==> config.mk <==
export PLATFORM = sky130hd
export DESIGN_NAME = parity_frame_scheduler
export DESIGN_NICKNAME = d
export VERILOG_FILES = /design/src/rtl/parity_pkg.sv /design/src/rtl/rr_arbiter.sv /design/src/rtl/parity_frame_scheduler.sv
export SDC_FILE = /design/constraint.sdc
export NUM_CORES = 1
export LEC_CHECK = 0
export ABC_AREA = 1
export CELL_PAD_IN_SITES_DETAIL_PLACEMENT = 1
export CELL_PAD_IN_SITES_GLOBAL_PLACEMENT = 1
export CORE_ASPECT_RATIO = 0.8
export CORE_MARGIN = 8
export CORE_UTILIZATION = 32
export DETAILED_ROUTE_END_ITERATION = 7
export PLACE_DENSITY_LB_ADDON = 0.25
export SYNTH_ARGS = -nofsm -noshare
export SYNTH_HDL_FRONTEND = slang
export SYNTH_SLANG_ARGS = --single-unit
export TNS_END_PERCENT = 5
==> constraint.sdc <==
create_clock -name clk -period 3.2 [get_ports clk]
set_clock_uncertainty 0.15 [all_clocks]
set_input_delay 0.32 -clock clk [delete_from_list [all_inputs] [get_ports clk]]
set_output_delay 0.32 -clock clk [all_outputs]
set_load 0.1 [all_outputs]
==> src/rtl/parity_pkg.sv <==
`default_nettype none
// ============================================================================
// Module      : parity_pkg
// Description : Shared ASCII character codes, scheduler state encoding and
//               the round-robin index wrap helper.
// Revision    : 1.0 - initial release
// ============================================================================
package parity_pkg;

    localparam logic [7:0] CH_ZERO  = 8'h30;
    localparam logic [7:0] CH_ONE   = 8'h31;
    localparam logic [7:0] CH_SPACE = 8'h20;
    localparam logic [7:0] CH_NUL   = 8'h00;

    typedef enum logic [1:0] {
        IDLE   = 2'd0,
        SHIFT  = 2'd1,
        DELIM  = 2'd2,
        RESULT = 2'd3
    } state_t;

    // (base + k) mod n for base < n and k < n
    function automatic int wrap_idx(input int base, input int k, input int n);
        int s;
        s = base + k;
        return (s >= n) ? (s - n) : s;
    endfunction

endpackage
`default_nettype wire

==> src/rtl/rr_arbiter.sv <==
`default_nettype none
// ============================================================================
// Module      : rr_arbiter
// Description : Combinational round-robin arbiter; scans upward from the
//               pointer with wrap and returns a one-hot grant plus its index.
// Revision    : 1.0 - initial release
// ============================================================================
module rr_arbiter
    import parity_pkg::*;
#(
    parameter int NREQ = 4,
    parameter int IDW  = 2
) (
    input  logic [NREQ-1:0] i_req,
    input  logic [IDW-1:0]  i_ptr,
    input  logic            i_en,
    output logic [NREQ-1:0] o_grant,
    output logic [IDW-1:0]  o_id,
    output logic            o_found
);

    localparam int SW = (NREQ > 1) ? $clog2(NREQ) : 1;

    always_comb begin
        o_grant = '0;
        o_id    = '0;
        o_found = 1'b0;
        for (int k = 0; k < NREQ; k++) begin
            if (!o_found && i_en && i_req[SW'(wrap_idx(int'(i_ptr), k, NREQ))]) begin
                o_found = 1'b1;
                o_grant[SW'(wrap_idx(int'(i_ptr), k, NREQ))] = 1'b1;
                o_id    = IDW'(wrap_idx(int'(i_ptr), k, NREQ));
            end
        end
    end

endmodule
`default_nettype wire

==> src/rtl/parity_frame_scheduler.sv <==
`default_nettype none
// ============================================================================
// Module      : parity_frame_scheduler
// Description : Arbitrates NREQ word requesters onto one shared ASCII odd
//               parity generator and returns {word, parity} with the id.
// Revision    : 1.0 - initial release
// ============================================================================
module parity_frame_scheduler
    import parity_pkg::*;
#(
    parameter int NREQ  = 4,
    parameter int WIDTH = 8,
    parameter int IDW   = 2
) (
    input  logic                    clk,
    input  logic                    reset,
    input  logic [NREQ-1:0]         req_valid,
    input  logic [NREQ*WIDTH-1:0]   req_data,
    output logic [NREQ-1:0]         req_ready,
    output logic                    gen_reset,
    output logic [7:0]              gen_in,
    input  logic [7:0]              gen_out,
    output logic                    res_valid,
    input  logic                    res_ready,
    output logic [IDW-1:0]          res_id,
    output logic [WIDTH:0]          res_data,
    output logic                    res_err,
    output logic                    busy
);

    localparam int BW = (WIDTH > 1) ? $clog2(WIDTH) : 1;

    state_t             r_state;
    logic [IDW-1:0]     r_ptr;
    logic [WIDTH-1:0]   r_word;
    logic [BW-1:0]      r_idx;
    logic [IDW-1:0]     r_id;
    logic [WIDTH:0]     r_data;
    logic               r_err;

    logic [NREQ-1:0]    w_grant;
    logic [IDW-1:0]     w_gid;
    logic               w_found;
    logic [WIDTH-1:0]   w_words [NREQ];

    for (genvar g = 0; g < NREQ; g++) begin : g_unpack
        assign w_words[g] = req_data[g*WIDTH +: WIDTH];
    end

    rr_arbiter #(
        .NREQ (NREQ),
        .IDW  (IDW)
    ) u_arb (
        .i_req   (req_valid),
        .i_ptr   (r_ptr),
        .i_en    ((r_state == IDLE) && !reset),
        .o_grant (w_grant),
        .o_id    (w_gid),
        .o_found (w_found)
    );

    assign req_ready = w_grant;
    assign gen_reset = reset;
    assign res_valid = (r_state == RESULT);
    assign busy      = (r_state != IDLE);
    assign res_id    = r_id;
    assign res_data  = r_data;
    assign res_err   = r_err;

    // NUL outside the frame keeps the generator parked in S0
    always_comb begin
        gen_in = CH_NUL;
        case (r_state)
            SHIFT:   gen_in = r_word[r_idx] ? CH_ONE : CH_ZERO;
            DELIM:   gen_in = CH_SPACE;
            default: gen_in = CH_NUL;
        endcase
    end

    always_ff @(posedge clk) begin
        if (reset) begin
            r_state <= IDLE;
            r_ptr   <= '0;
            r_word  <= '0;
            r_idx   <= '0;
            r_id    <= '0;
            r_data  <= '0;
            r_err   <= 1'b0;
        end else begin
            case (r_state)
                IDLE: begin
                    if (w_found) begin
                        r_word  <= w_words[w_gid];
                        r_id    <= w_gid;
                        r_idx   <= BW'(WIDTH - 1);
                        r_ptr   <= (w_gid == IDW'(NREQ - 1)) ? '0 : w_gid + 1'b1;
                        r_state <= SHIFT;
                    end
                end
                SHIFT: begin
                    if (r_idx == '0) begin
                        r_state <= DELIM;
                    end else begin
                        r_idx <= r_idx - 1'b1;
                    end
                end
                DELIM: begin
                    if (gen_out == CH_ONE) begin
                        r_data <= {r_word, 1'b1};
                        r_err  <= 1'b0;
                    end else if (gen_out == CH_ZERO) begin
                        r_data <= {r_word, 1'b0};
                        r_err  <= 1'b0;
                    end else begin
                        r_data <= {r_word, 1'b0};
                        r_err  <= 1'b1;
                    end
                    r_state <= RESULT;
                end
                RESULT: begin
                    if (res_ready) begin
                        r_state <= IDLE;
                    end
                end
                default: r_state <= IDLE;
            endcase
        end
    end

endmodule
`default_nettype wire

# Word level (Yosys, flattened, before mapping)
# Cells that the tools add are included.
# op_classes
add_sub_neg	9
n_mul	0
div_mod_pow	0
n_lt_le_gt_ge	14
eq_ne	10
shifts	0
muxes	54
bitwise_logic	4
n_reduce_logical	23
# op_table
op	count
two-way mux 2 bit	12
two-way mux 1 bit	21
binary-select mux 8 bit (select 2 bit)	1
== test 8 x 6 -> 1 bit (second input constant)	2
less-than comparator 2 x 4 -> 1 bit (second input constant)	4
two-way mux 4 bit	4
two-way mux 8 bit	2
greater-or-equal comparator 3 bit (second input constant)	4
logical AND 1 bit	12
bitwise OR 4 bit	3
case mux 6 bit (2 select lines)	1
binary-select mux 1 bit (select 2 bit)	4
demux 1 bit (select 2 bit)	4
greater-or-equal comparator 2 x 1 -> 1 bit (second input constant)	4
case mux 2 bit (4 select lines)	1
subtractor 2 x 1 -> 2 bit (second input constant)	4
adder 2 x 2 -> 3 bit (second input constant)	2
== test 2 bit (second input constant)	3
two-way mux 3 bit	2
case mux 3 bit (2 select lines)	1
AND reduction 3 bit	2
logical NOT 1 bit	4
less-than comparator 3 x 4 -> 1 bit (second input constant)	1
!= test 2 x 1 -> 1 bit (second input constant)	2
12 further kinds	14
# word_totals
reg_bits	27
latch_bits	0
ramBits	0
mem_bits_ro	0
in_bits	47
output_inout_bits	27
word_cells	121
mem_count	0

# Logic depth before layout (Yosys ltp)
# logic_depth
ltp_word	23
mapped_depth	18
mapped_depth_nobuf	16

# Cells and area by module
# Synthesis repeated with hierarchy kept, for this count alone.
# unflattened
hier_cells	366
area_unflattened_um2	2299.7
# modules_own_cells
mod	n_inst	cells_each	area_per_inst_um2	seq_area_each_um2
parity_frame_scheduler	1	264	1661.6	540.5
rr_arbiter	1	102	638.1	0.0

# Worst setup path after synthesis
# OpenSTA, ideal clock, no wires.
# synth_timing
path_kind	register -> output
start	register r_state[0]
end	output port req_ready[1]
arrival_time_ps	4027
required_time_ps	2730
path_slack_ps	-1297
stages_incl_launch_ff	10
path_buffers	0
cell_sequence	dfxtp_1 -> inv_1 -> ha_1 -> inv_1 -> nor2_4 -> nand3_4 -> nand2_2 -> nor2_1 -> nand3_1 -> o21ai_0
# synth_via
elab_chain_len	16
word_cells_on_any_way	22
cone_classes	7 x mux; 3 x bitwise; 12 x reduce/logical
# synth_rtl
item	line	source
start, declared	parity_frame_scheduler.sv:33	state_t r_state;
start signal, assigned	parity_frame_scheduler.sv:82	r_state <= IDLE;
start signal, assigned	parity_frame_scheduler.sv:97	r_state <= SHIFT;
start signal, assigned	parity_frame_scheduler.sv:102	r_state <= DELIM;
logical NOT 2 bit *	parity_frame_scheduler.sv:56	.i_en ((r_state == IDLE) && !reset),
logical AND 1 bit *	parity_frame_scheduler.sv:56	
logical AND 1 bit	rr_arbiter.sv:29	if (!o_found && i_en && i_req[SW'(wrap_idx(int'(i_ptr), k, NREQ))]) begin
two-way mux 1 bit	rr_arbiter.sv:29	
logical NOT 1 bit	rr_arbiter.sv:29	
logical AND 1 bit (2 in series)	rr_arbiter.sv:29	
two-way mux 1 bit	rr_arbiter.sv:29	
logical NOT 1 bit	rr_arbiter.sv:29	
logical AND 1 bit (2 in series)	rr_arbiter.sv:29	
two-way mux 1 bit	rr_arbiter.sv:29	
logical NOT 1 bit	rr_arbiter.sv:29	
logical AND 1 bit (2 in series)	rr_arbiter.sv:29	
two-way mux 4 bit *	rr_arbiter.sv:29	
end, declared	parity_frame_scheduler.sv:19	output logic [NREQ-1:0] req_ready,
# Mark *: on every way between the ends. The rest lies on a longest branch, timed or not.

# Worst setup path after layout
# layout_timing
start	register r_ptr[0]
end	output port req_ready[2]
# layout_via
elab_chain_len	19
word_cells_on_any_way	67
cone_classes	7 x add/sub; 12 x order compare; 31 x mux; 3 x bitwise; 14 x reduce/logical
# layout_rtl
item	line	source
start, declared	parity_frame_scheduler.sv:34	logic [IDW-1:0] r_ptr;
start signal, assigned	parity_frame_scheduler.sv:96	r_ptr <= (w_gid == IDW'(NREQ - 1)) ? '0 : w_gid + 1'b1;
parallel branches: the longest is 18 deep, another holds less-than comparator 2 x 4 -> 1 bit	n/a	
two-way mux 4 bit *	rr_arbiter.sv:29	
# Mark *: on every way between the ends. The select of a mux whose other input is x is not followed.

==> results <==
- The compound-gate portion of the synthesized area is 14.64%.
- Summed over all layers, the routed wires come to 6.785 mm.
- The average cell area after synthesis is 6.647 um^2.
- The number of clock buffers added by TritonCTS is 3.
- Summing the areas of all fa, ha and maj instances in the mapped netlist gives 8.479% of the synthesized area.
- The largest net degree at the start of global routing is 21.
- The part of the total power dissipated in the clock network is 6.3%.
- For this design, the CTS-stage hold fixing added 0 buffers.
- The root cell of the clock tree is sky130_fd_sc_hd__clkbuf_8.
- The unique cell type count in the Yosys netlist is 34.
- The number of warnings reported in the yosys synthesis log is 0.
- The biggest area contributor in the post-synthesis netlist is sky130_fd_sc_hd__dfxtp_1.
- The worst path meets setup with 356.7 ps of slack.
- The number of buffers on the longest clock path is 2.
- The count of endpoints failing setup in the final report is 0.
- Synthesis produced 333 cells.
- At the worst endpoint, the arrival time is 2370 ps.
- The number of antenna violations at the first check in global routing is 0.
- The highest clock frequency the design can meet is 351.7 MHz.
- The share of synthesized cell area in and, or, nand and nor gates is 36.69%.
- The class of the tightest hold or removal check is flop to flop.
- Routability-driven placement finished with a final weighted congestion of 0.9076.
- The routed length per placed instance is 14.02 um.
- The H-tree depth reported by CTS is 1.
- The worst hold path passes through 2 cells.
- In this run switching power makes up 60.96% of total power.
- In this run the power density over the cells is 1043 mW/mm^2.
- The count of flip-flops with a built-in enable after synthesis is 0.
- The number of clock sinks seen by CTS is 27.
- The maximum cell stage delay along the critical path is 390 ps.
- Buffers placed on the I/O ports in this run total 68.
- The first global-routing pass estimated 11.70 mm of wire.
- Walking the worst path, the cells encountered are inv_4, ha_1, inv_1, nand3_1, nand2_1, nand4_4, nor2_1, nand2_1, inv_1, nand2_1, o2111ai_1, buf_12.
- In the routed design, unresolved DRC markers number 0.
- The worst register-to-register path has a setup slack of 570 ps.
- The slowest stage of the critical path belongs to the cell sky130_fd_sc_hd__dfxtp_1.
- The die span in y is 90.39 um.
- The largest vdd supply drop is 0.0004927 V.
- The per-cell via count in the routed design is 4.777.
- The final cell area excluding filler cells is 0.003009 mm^2.
- The worst setup path is launched from a flop.
- Of all nets on the critical path, the largest fanout is 9.
- Gates resized during post-CTS repair numbered 0.
- By area the synthesized netlist is led by sky130_fd_sc_hd__dfxtp_1 (24%), sky130_fd_sc_hd__nand2_1 (11%), sky130_fd_sc_hd__nand3_1 (10%), sky130_fd_sc_hd__inv_1 (8.6%), sky130_fd_sc_hd__ha_1 (8.5%).
- The critical path runs through a total of 12 cells.
- In this run, flip-flops and latches consume 16.9% of the power.
- After the last flow step, the layout net total stands at 460.
- Internal power comes to 1.225 mW.
- The power after layout is 3.139 mW.
- The register clock-pin slew on the reported worst setup and hold paths is 100 ps.
- The number of vias in the routed layout is 2312.
- Summed over all layers, the global routing overflow is 0.
- The source of the worst register-to-register timing path is r_ptr[0]$_SDFFE_PP0P_.
- The top cell type by area accounts for 24.42% of the synthesized area.
- The most common cell type on the critical path is sky130_fd_sc_hd__nand2_1.
- Together, buffers and inverters on the worst path number 4.
- The combinational family with the most area after synthesis is simple AND/OR/NAND/NOR gates.
- After clock tree synthesis, the setup repair step added 0 buffers.
- The clock insertion delay at the later pin of the skew report is 270 ps.
- Setup repair after global routing left no endpoint under its margin.
- The total count of hold-check failures in the final report was 0.
- The most critical setup path has its endpoint at req_ready[2].
- The data required time of the worst path is 2730 ps.
- Synthesis inferred 27 register bits.
- The count of pins on the block boundary is 74.
- The run finished with clean final reports.
- The headroom to the max-slew limit is 34.35%.
- In this run the remaining antenna-violating nets after routing total 0.
- The most common cell in the synthesized netlist is sky130_fd_sc_hd__nand2_1.
- By count the netlist is led by sky130_fd_sc_hd__nand2_1 (65), sky130_fd_sc_hd__inv_1 (51), sky130_fd_sc_hd__nand3_1 (45), sky130_fd_sc_hd__dfxtp_1 (27), sky130_fd_sc_hd__a21oi_1 (26).
- The footprint of the flip-flops and latches is 541.8 um^2.
- In this run the power spent charging and discharging nets is 1.913 mW.
- The multi-input combinational cells in the finished layout cover a total of 0.001369 mm^2.
- The horizontal die dimension is 109.0 um.
- The worst setup timing slack at the placement stage is 549.0 ps.
- The share of the synthesized netlist area taken by xor and xnor gates is 0%.
- For the pin with the worst max-slew slack, the measured transition is 981.7 ps.
- Combinational logic burns 76.7% of the power.
- Detailed placement ended at an HPWL of 5.618 mm.
- The final critical-path required period is 2843 ps.
- The repair_antennas step left the layout with diodes totalling 0.
- TritonCTS built the clock tree.
- The final-report max-slew violation count is 0.
- In this run the cell area measured after placement is 0.002960 mm^2.
- The endpoint of the worst-slack reg-to-reg timing path is r_word[1]$_SDFFE_PP0P_.
- The initialized floorplan defines 27 standard-cell rows.
- The overall die area is 0.009851 mm^2.
- The area inside the core boundary is 0.006790 mm^2.
- The post-synthesis async set-or-reset flop share is 0%.
- The all-layer global routing usage is 14.00%.
- In the final layout, the share of cells above drive strength 1 is 17.38%.
- Sequential cells were found to cover 24.42% of the synthesized design area.
- The length in cells of the worst reg-to-reg path is 15.
- For this configuration, the core starts out at a cell density of 32.60%.
- The filler cell count is 890.
- The timing startpoint of the critical path is r_ptr[0]$_SDFFE_PP0P_.
- The number of design-rule violations left by the first detailed-router iteration is 76.
- The portion of the clock cycle consumed by the worst path in the final layout is 88.85%.
- For this design the static power due to leakage is 1.426 nW.
- The max-cap check violation count is 0.
- The path type of the worst setup path is flop to primary output.
- The first detailed-routing pass took 4 iterations.
- The mux contribution to synthesized area is 0%.
- The synthesized netlist occupies a cell area of 0.002213 mm^2.
- The via count of the first global-routing pass is 2487.
- Among cell families on the critical path, the largest total delay comes from simple AND/OR/NAND/NOR gates.
- From synthesis to final layout, the design area changed by 35.95%.
- The kind of end point of the critical path is a primary output.
- The most used flip-flop cell after synthesis is sky130_fd_sc_hd__dfxtp_1.
[cell usage in the layout, fill, tap and decap left out, types with 2 or more instances in the layout]
cell type                         synthesis  final
sky130_fd_sc_hd__clkinvlp_4               0      2
sky130_fd_sc_hd__conb_1                   1      5
sky130_fd_sc_hd__nand3_1                 45     45
sky130_fd_sc_hd__buf_4                    8     20
sky130_fd_sc_hd__nand2_4                  3      3
sky130_fd_sc_hd__a21oi_1                 26     26
sky130_fd_sc_hd__ha_1                    15     14
sky130_fd_sc_hd__clkdlybuf4s50_1          0     49
sky130_fd_sc_hd__nand2_2                 14     14
sky130_fd_sc_hd__o211ai_1                 2      2
sky130_fd_sc_hd__inv_1                   51     48
sky130_fd_sc_hd__nor2_1                  16     16
sky130_fd_sc_hd__nand4_1                  2      2
sky130_fd_sc_hd__nor3_1                   2      2
sky130_fd_sc_hd__buf_12                   1      4
sky130_fd_sc_hd__nand2_1                 65     65
sky130_fd_sc_hd__clkbuf_8                 0      3
sky130_fd_sc_hd__o21ai_0                 22     21
sky130_fd_sc_hd__nand3_4                  3      4
sky130_fd_sc_hd__dfxtp_1                 27     26
sky130_fd_sc_hd__nor2_4                   2      2
sky130_fd_sc_hd__nand3_2                  3      2
sky130_fd_sc_hd__inv_2                    5      7
[power by group through the flow]
stage	Sequential (mW)	Combinational (mW)	Clock, mW
detailed placement	0.539	2.42	0
CTS	0.532	2.43	0.202
finish	0.532	2.41	0.199
floorplan	0.841	1.62	0
global route	0.548	2.65	0.222
global placement	0.534	2.38	0
[cell type report]
| cell class | instances | share of cell area, % |
|---|---|---|
| Clock inverter | 1 | 0.2495 |
| Tap cell | 87 | 3.617 |
| Multi-Input combinational cell | 236 | 45.49 |
| Clock buffer | 3 | 1.372 |
| Inverter | 57 | 7.318 |
| Sequential cell | 27 | 18.00 |
| Timing Repair Buffer | 73 | 23.95 |
[flip-flops by register name, indices dropped and copies added, names as in the netlist]
signal	count
res_data	9
r_idx	3
res_err	1
r_ptr	2
r_word	8
r_state	2
res_id	2
[per-layer routing]
layer  vias up  part of all wire (%)  routed length (um)  track usage, %
met5         -                     0                   0               0
met4         0                  0.37                  25           1.024
met3         4                   4.6                 313           2.996
met2        50                    48                3243           23.92
met1      1074                    47                3203           18.06
li1       1184                     -                   -               -
[worst min-delay path: cells and delay by family, from the launching register on]
family,cells,cell delay (ps)
flops,1,320
simple gates,1,60
compound gates,1,60
[kinds of logic (layout without fill, tap and decap cells)]
family | after synthesis | count (layout)
other cells | 1 | 5
buf+inv | 74 | 134
flops | 27 | 27
fa+ha+maj | 15 | 15
simple gates | 158 | 158
compound gates | 58 | 58
[per-stage QoR]
stage	instances	setup TNS, ps	util [%]	hold slack (ps)
detailed placement	480	0	43.60	311.0
floorplan	337	-1352	-	290.9
global route	484	0	44.32	363.0
global placement	480	0	43.60	310.9
finish	484	0	44.32	320.9
CTS	484	0	44.32	329.3
[how the worst min path moves through the flow]
stage / endpoint / slack (ps) / start
after floorplan: res_data[4]$_SDFFE_PP0P_ / 290 / r_word[3]$_SDFFE_PP0P_
after global placement: res_data[0]$_SDFFE_PP0P_ / 310 / res_data[0]$_SDFFE_PP0P_
after detailed placement: res_id[0]$_SDFFE_PP0P_ / 310 / res_id[0]$_SDFFE_PP0P_
after CTS: res_id[0]$_SDFFE_PP0P_ / 330 / res_id[0]$_SDFFE_PP0P_
after global routing: res_data[0]$_SDFFE_PP0P_ / 360 / res_data[0]$_SDFFE_PP0P_
final: res_data[0]$_SDFFE_PP0P_ / 320 / res_data[0]$_SDFFE_PP0P_
(Power assumes the default switching activity.)
==> edit, RTL diff (config.mk and constraints unchanged) <==
Put one more register stage on the output `res_err`, with the module's reset. The value now appears one clock later. The other outputs are not delayed to match.
--- a/src/rtl/parity_frame_scheduler.sv
+++ b/src/rtl/parity_frame_scheduler.sv
@@ -66,5 +66,11 @@
     assign res_id    = r_id;
     assign res_data  = r_data;
-    assign res_err   = r_err;
+    always_ff @(posedge clk) begin
+        if (reset) begin
+            res_err <= '0;
+        end else begin
+            res_err <= r_err;
+        end
+    end
 
     // NUL outside the frame keeps the generator parked in S0
Behaviour: same outputs for any inputs over 10 cycles, from zero or initial values and one cycle with reset high; that may be too few to reach the edited logic, so the function may still have changed.
==> edit against the unedited design <==
Sequential cell count up 1; utilization fell by 0.24 points; global-route usage decreased by 0.15 points; worst hold slack lost 0.0052 ns; worst setup slack worse by 0.017 ns; wire length decreased by 1.6%; sequential power increased by 2%; non-clock buffer count is 1 higher; total power grew 0.53%; synthesized area down 1.3%; sequential share of layout area grew 0.82 points; design area decreased by 1.0%.
==> edit: results (changes against the unedited design) <==
STA
  • Crit path time final: 2.861 ns (was 2.843 ns)
  • Worst Tran Pin Value: 0.9800 ns (was 0.9817 ns)

Yosys
  • Register area share after synthesis: 25.66% (was 24.42%)
  • Synth top area cells: dfxtp_1 26%, nand2_1 13%, nand3_1 11%, ha_1 8.6%, inv_1 8.1% (was dfxtp_1 24%, nand2_1 11%, nand3_1 10%, inv_1 8.6%, ha_1 8.5%)
  • Synth Warn #: 0 (unchanged)
  • Synth cell types: 33 (was 34)
  • Commonest cells in the netlist: 76 x nand2_1, 50 x nand3_1, 47 x inv_1 (was 65 x nand2_1, 51 x inv_1, 45 x nand3_1)
  • Async SR Flop Fraction: 0% (unchanged)
  • Top FF cell, synth: dfxtp_1 (unchanged)
  • Cell count after synthesis: 332 (was 333)

Critical path
  • Critical Path End: req_ready[3] (was req_ready[2])
  • Worst EP arrival: 2.39 ns (was 2.37 ns)
  • R2R Setup Slk: 0.49 ns (was 0.57 ns)
  • Critical path's slowest cell: dfxtp_1 (unchanged)
  • Peak per-stage delay on the critical path: 0.41 ns (was 0.39 ns)
  • Launch point of the worst path: r_ptr[0]$_SDFFE_PP0P_ (unchanged)
  • R2r worst-path depth: 14 (was 15)
  • FF-to-FF End: r_word[7]$_SDFFE_PP0P_ (was r_word[1]$_SDFFE_PP0P_)
  • CP max FO: 10 (was 9)

Pwr
  • Worst vdd rail ir drop: 0.4534 mV (was 0.4927 mV)
  • Leak pwr: 1.456 nW (was 1.426 nW)

Final layout
  • Max reg flops: 9 (unchanged)
  • Antenna cells: 0 (unchanged)
  • Nets: 459 (was 460)
  • Fill cells: 906 (was 890)
  • Layout cell share with drive strength beyond 1: 14.39% (was 17.38%)

Clocking
  • PostCTS Resize Cnt: 0 (unchanged)
  • Cts bufs inserted: 3 (unchanged)
  • Clock root buffer: clkbuf_8 (unchanged)
  • Clk Latency, worst-skew pair: 0.27 ns (about the same)
  • H-tree level count: 1 (unchanged)
  • Clk pin slew, worst setup/hold paths: 0.10 ns (about the same)
  • CTS tree: yes (unchanged)
  • CTS max path bufs: 2 (unchanged)
  • # Post-CTS Setup Buffers: 0 (unchanged)

Global route
  • Overall global routing resource usage: 13.85% (was 14.00%)
  • Initial antenna violation count: 0 (unchanged)
  • Vias in the first global route: 2446 (was 2487)
  • Largest net degree at the start of global routing: 20 (was 21)
  • First-pass GRT wire length: 11500 um (was 11700 um)

Detailed routing
  • Initial DRC count: 92 (was 76)
  • Total Wirelength: 6675 um (was 6785 um)
  • Pre-antenna DRT Iters: 4 (unchanged)
  • Routed vias: 2308 (was 2312)
  • Avg Vias per Cell: 4.778 (was 4.777)

Status
  • Status: finished clean (unchanged)

Hold path
  • Hold/Removal Path Class: flip-flop to flip-flop (unchanged)

Place
  • Setup slack after placement: 0.4726 ns (was 0.5490 ns)
  • HPWL Detailed: 5495 um (was 5618 um)
  • Placed cells: 479 (was 480)
  • Placed Area: 0.002907 mm^2 (was 0.002960 mm^2)
  • I/O Buffers: 68 (unchanged)
  • GP Congestion: 0.7815 (was 0.9076)
==> edit: worst min-delay path by stage <==
| stage | end | slack (ns) | cells after the start | start |
|---|---|---|---|---|
| 2_1_floorplan | res_err$_SDFF_PP0_ | 0.26 | 2 | r_err$_SDFFE_PP0P_ |
| 3_3_place_gp | res_err$_SDFF_PP0_ | 0.28 | 2 | r_err$_SDFFE_PP0P_ |
| 3_5_place_dp | res_err$_SDFF_PP0_ | 0.30 | 2 | r_err$_SDFFE_PP0P_ |
| 4_1_cts | res_err$_SDFF_PP0_ | 0.31 | 2 | r_err$_SDFFE_PP0P_ |
| 5_1_grt | res_id[0]$_SDFFE_PP0P_ | 0.35 | 2 | res_id[0]$_SDFFE_PP0P_ |
| 6_report | res_err$_SDFF_PP0_ | 0.32 | 2 | r_err$_SDFFE_PP0P_ |
==> edit: per-layer routing <==
| layer | track usage [%] | vias to the layer above | share of wire, % |
|---|---|---|---|
| met2 | 24.31 | 35 | 50 |
| met5 | 0 | - | 0 |
| met1 | 17.28 | 1078 | 46 |
| met3 | 2.496 | 0 | 3.6 |
| li1 | - | 1195 | - |
| met4 | 2.048 | 0 | 0 |
==> edit: per-stage QoR <==
step	TNS (ns)	hold WS (ns)
after floorplan	-1.460	0.2605
after global placement	0	0.2752
after detailed placement	0	0.2959
after CTS	0	0.3108
after global routing	0	0.3483
final	0	0.3157
==> edit: logic make-up (layout without fill, tap and decap cells) <==
| family | Yosys count | count (layout) | share of synthesized area (%) |
|---|---|---|---|
| adders and majority gates | 15 | 15 | 8.591 |
| AOI/OAI and AO/OA | 52 | 52 | 13.40 |
| DFF | 28 | 28 | 25.66 |
| buffers and inverters | 73 | 133 | 15.52 |
| other | 1 | 5 | 0.1717 |
| and+or+nand+nor | 163 | 163 | 36.66 |
==> edit: final cells by class <==
| type | instances | area (um^2) | area share, % |
|---|---|---|---|
| multi-input combinational | 235 | 1300 | 43.66 |
| timing repair buffer | 74 | 725.7 | 24.37 |
| sequential | 28 | 560.5 | 18.82 |
| inverter | 55 | 211.5 | 7.101 |
| tap | 87 | 108.9 | 3.655 |
| clock buffer | 3 | 41.29 | 1.387 |
| clock inverter | 1 | 30.03 | 1.008 |
==> edit: where the power goes <==
group | switching (mW) | internal (mW)
Combinational | 1.68 | 0.648
Clock | 0.111 | 0.168
Sequential | 0.0727 | 0.472
Total | 1.87 | 1.29
==> edit: critical path: cells and delay by family, from the launching register on <==
| family | cells | cell delay [ns] |
|---|---|---|
| adders and majority gates | 1 | 0.40 |
| DFF | 1 | 0.41 |
| buffers and inverters | 4 | 0.64 |
| AOI/OAI and AO/OA | 1 | 0.15 |
| and+or+nand+nor | 4 | 0.52 |
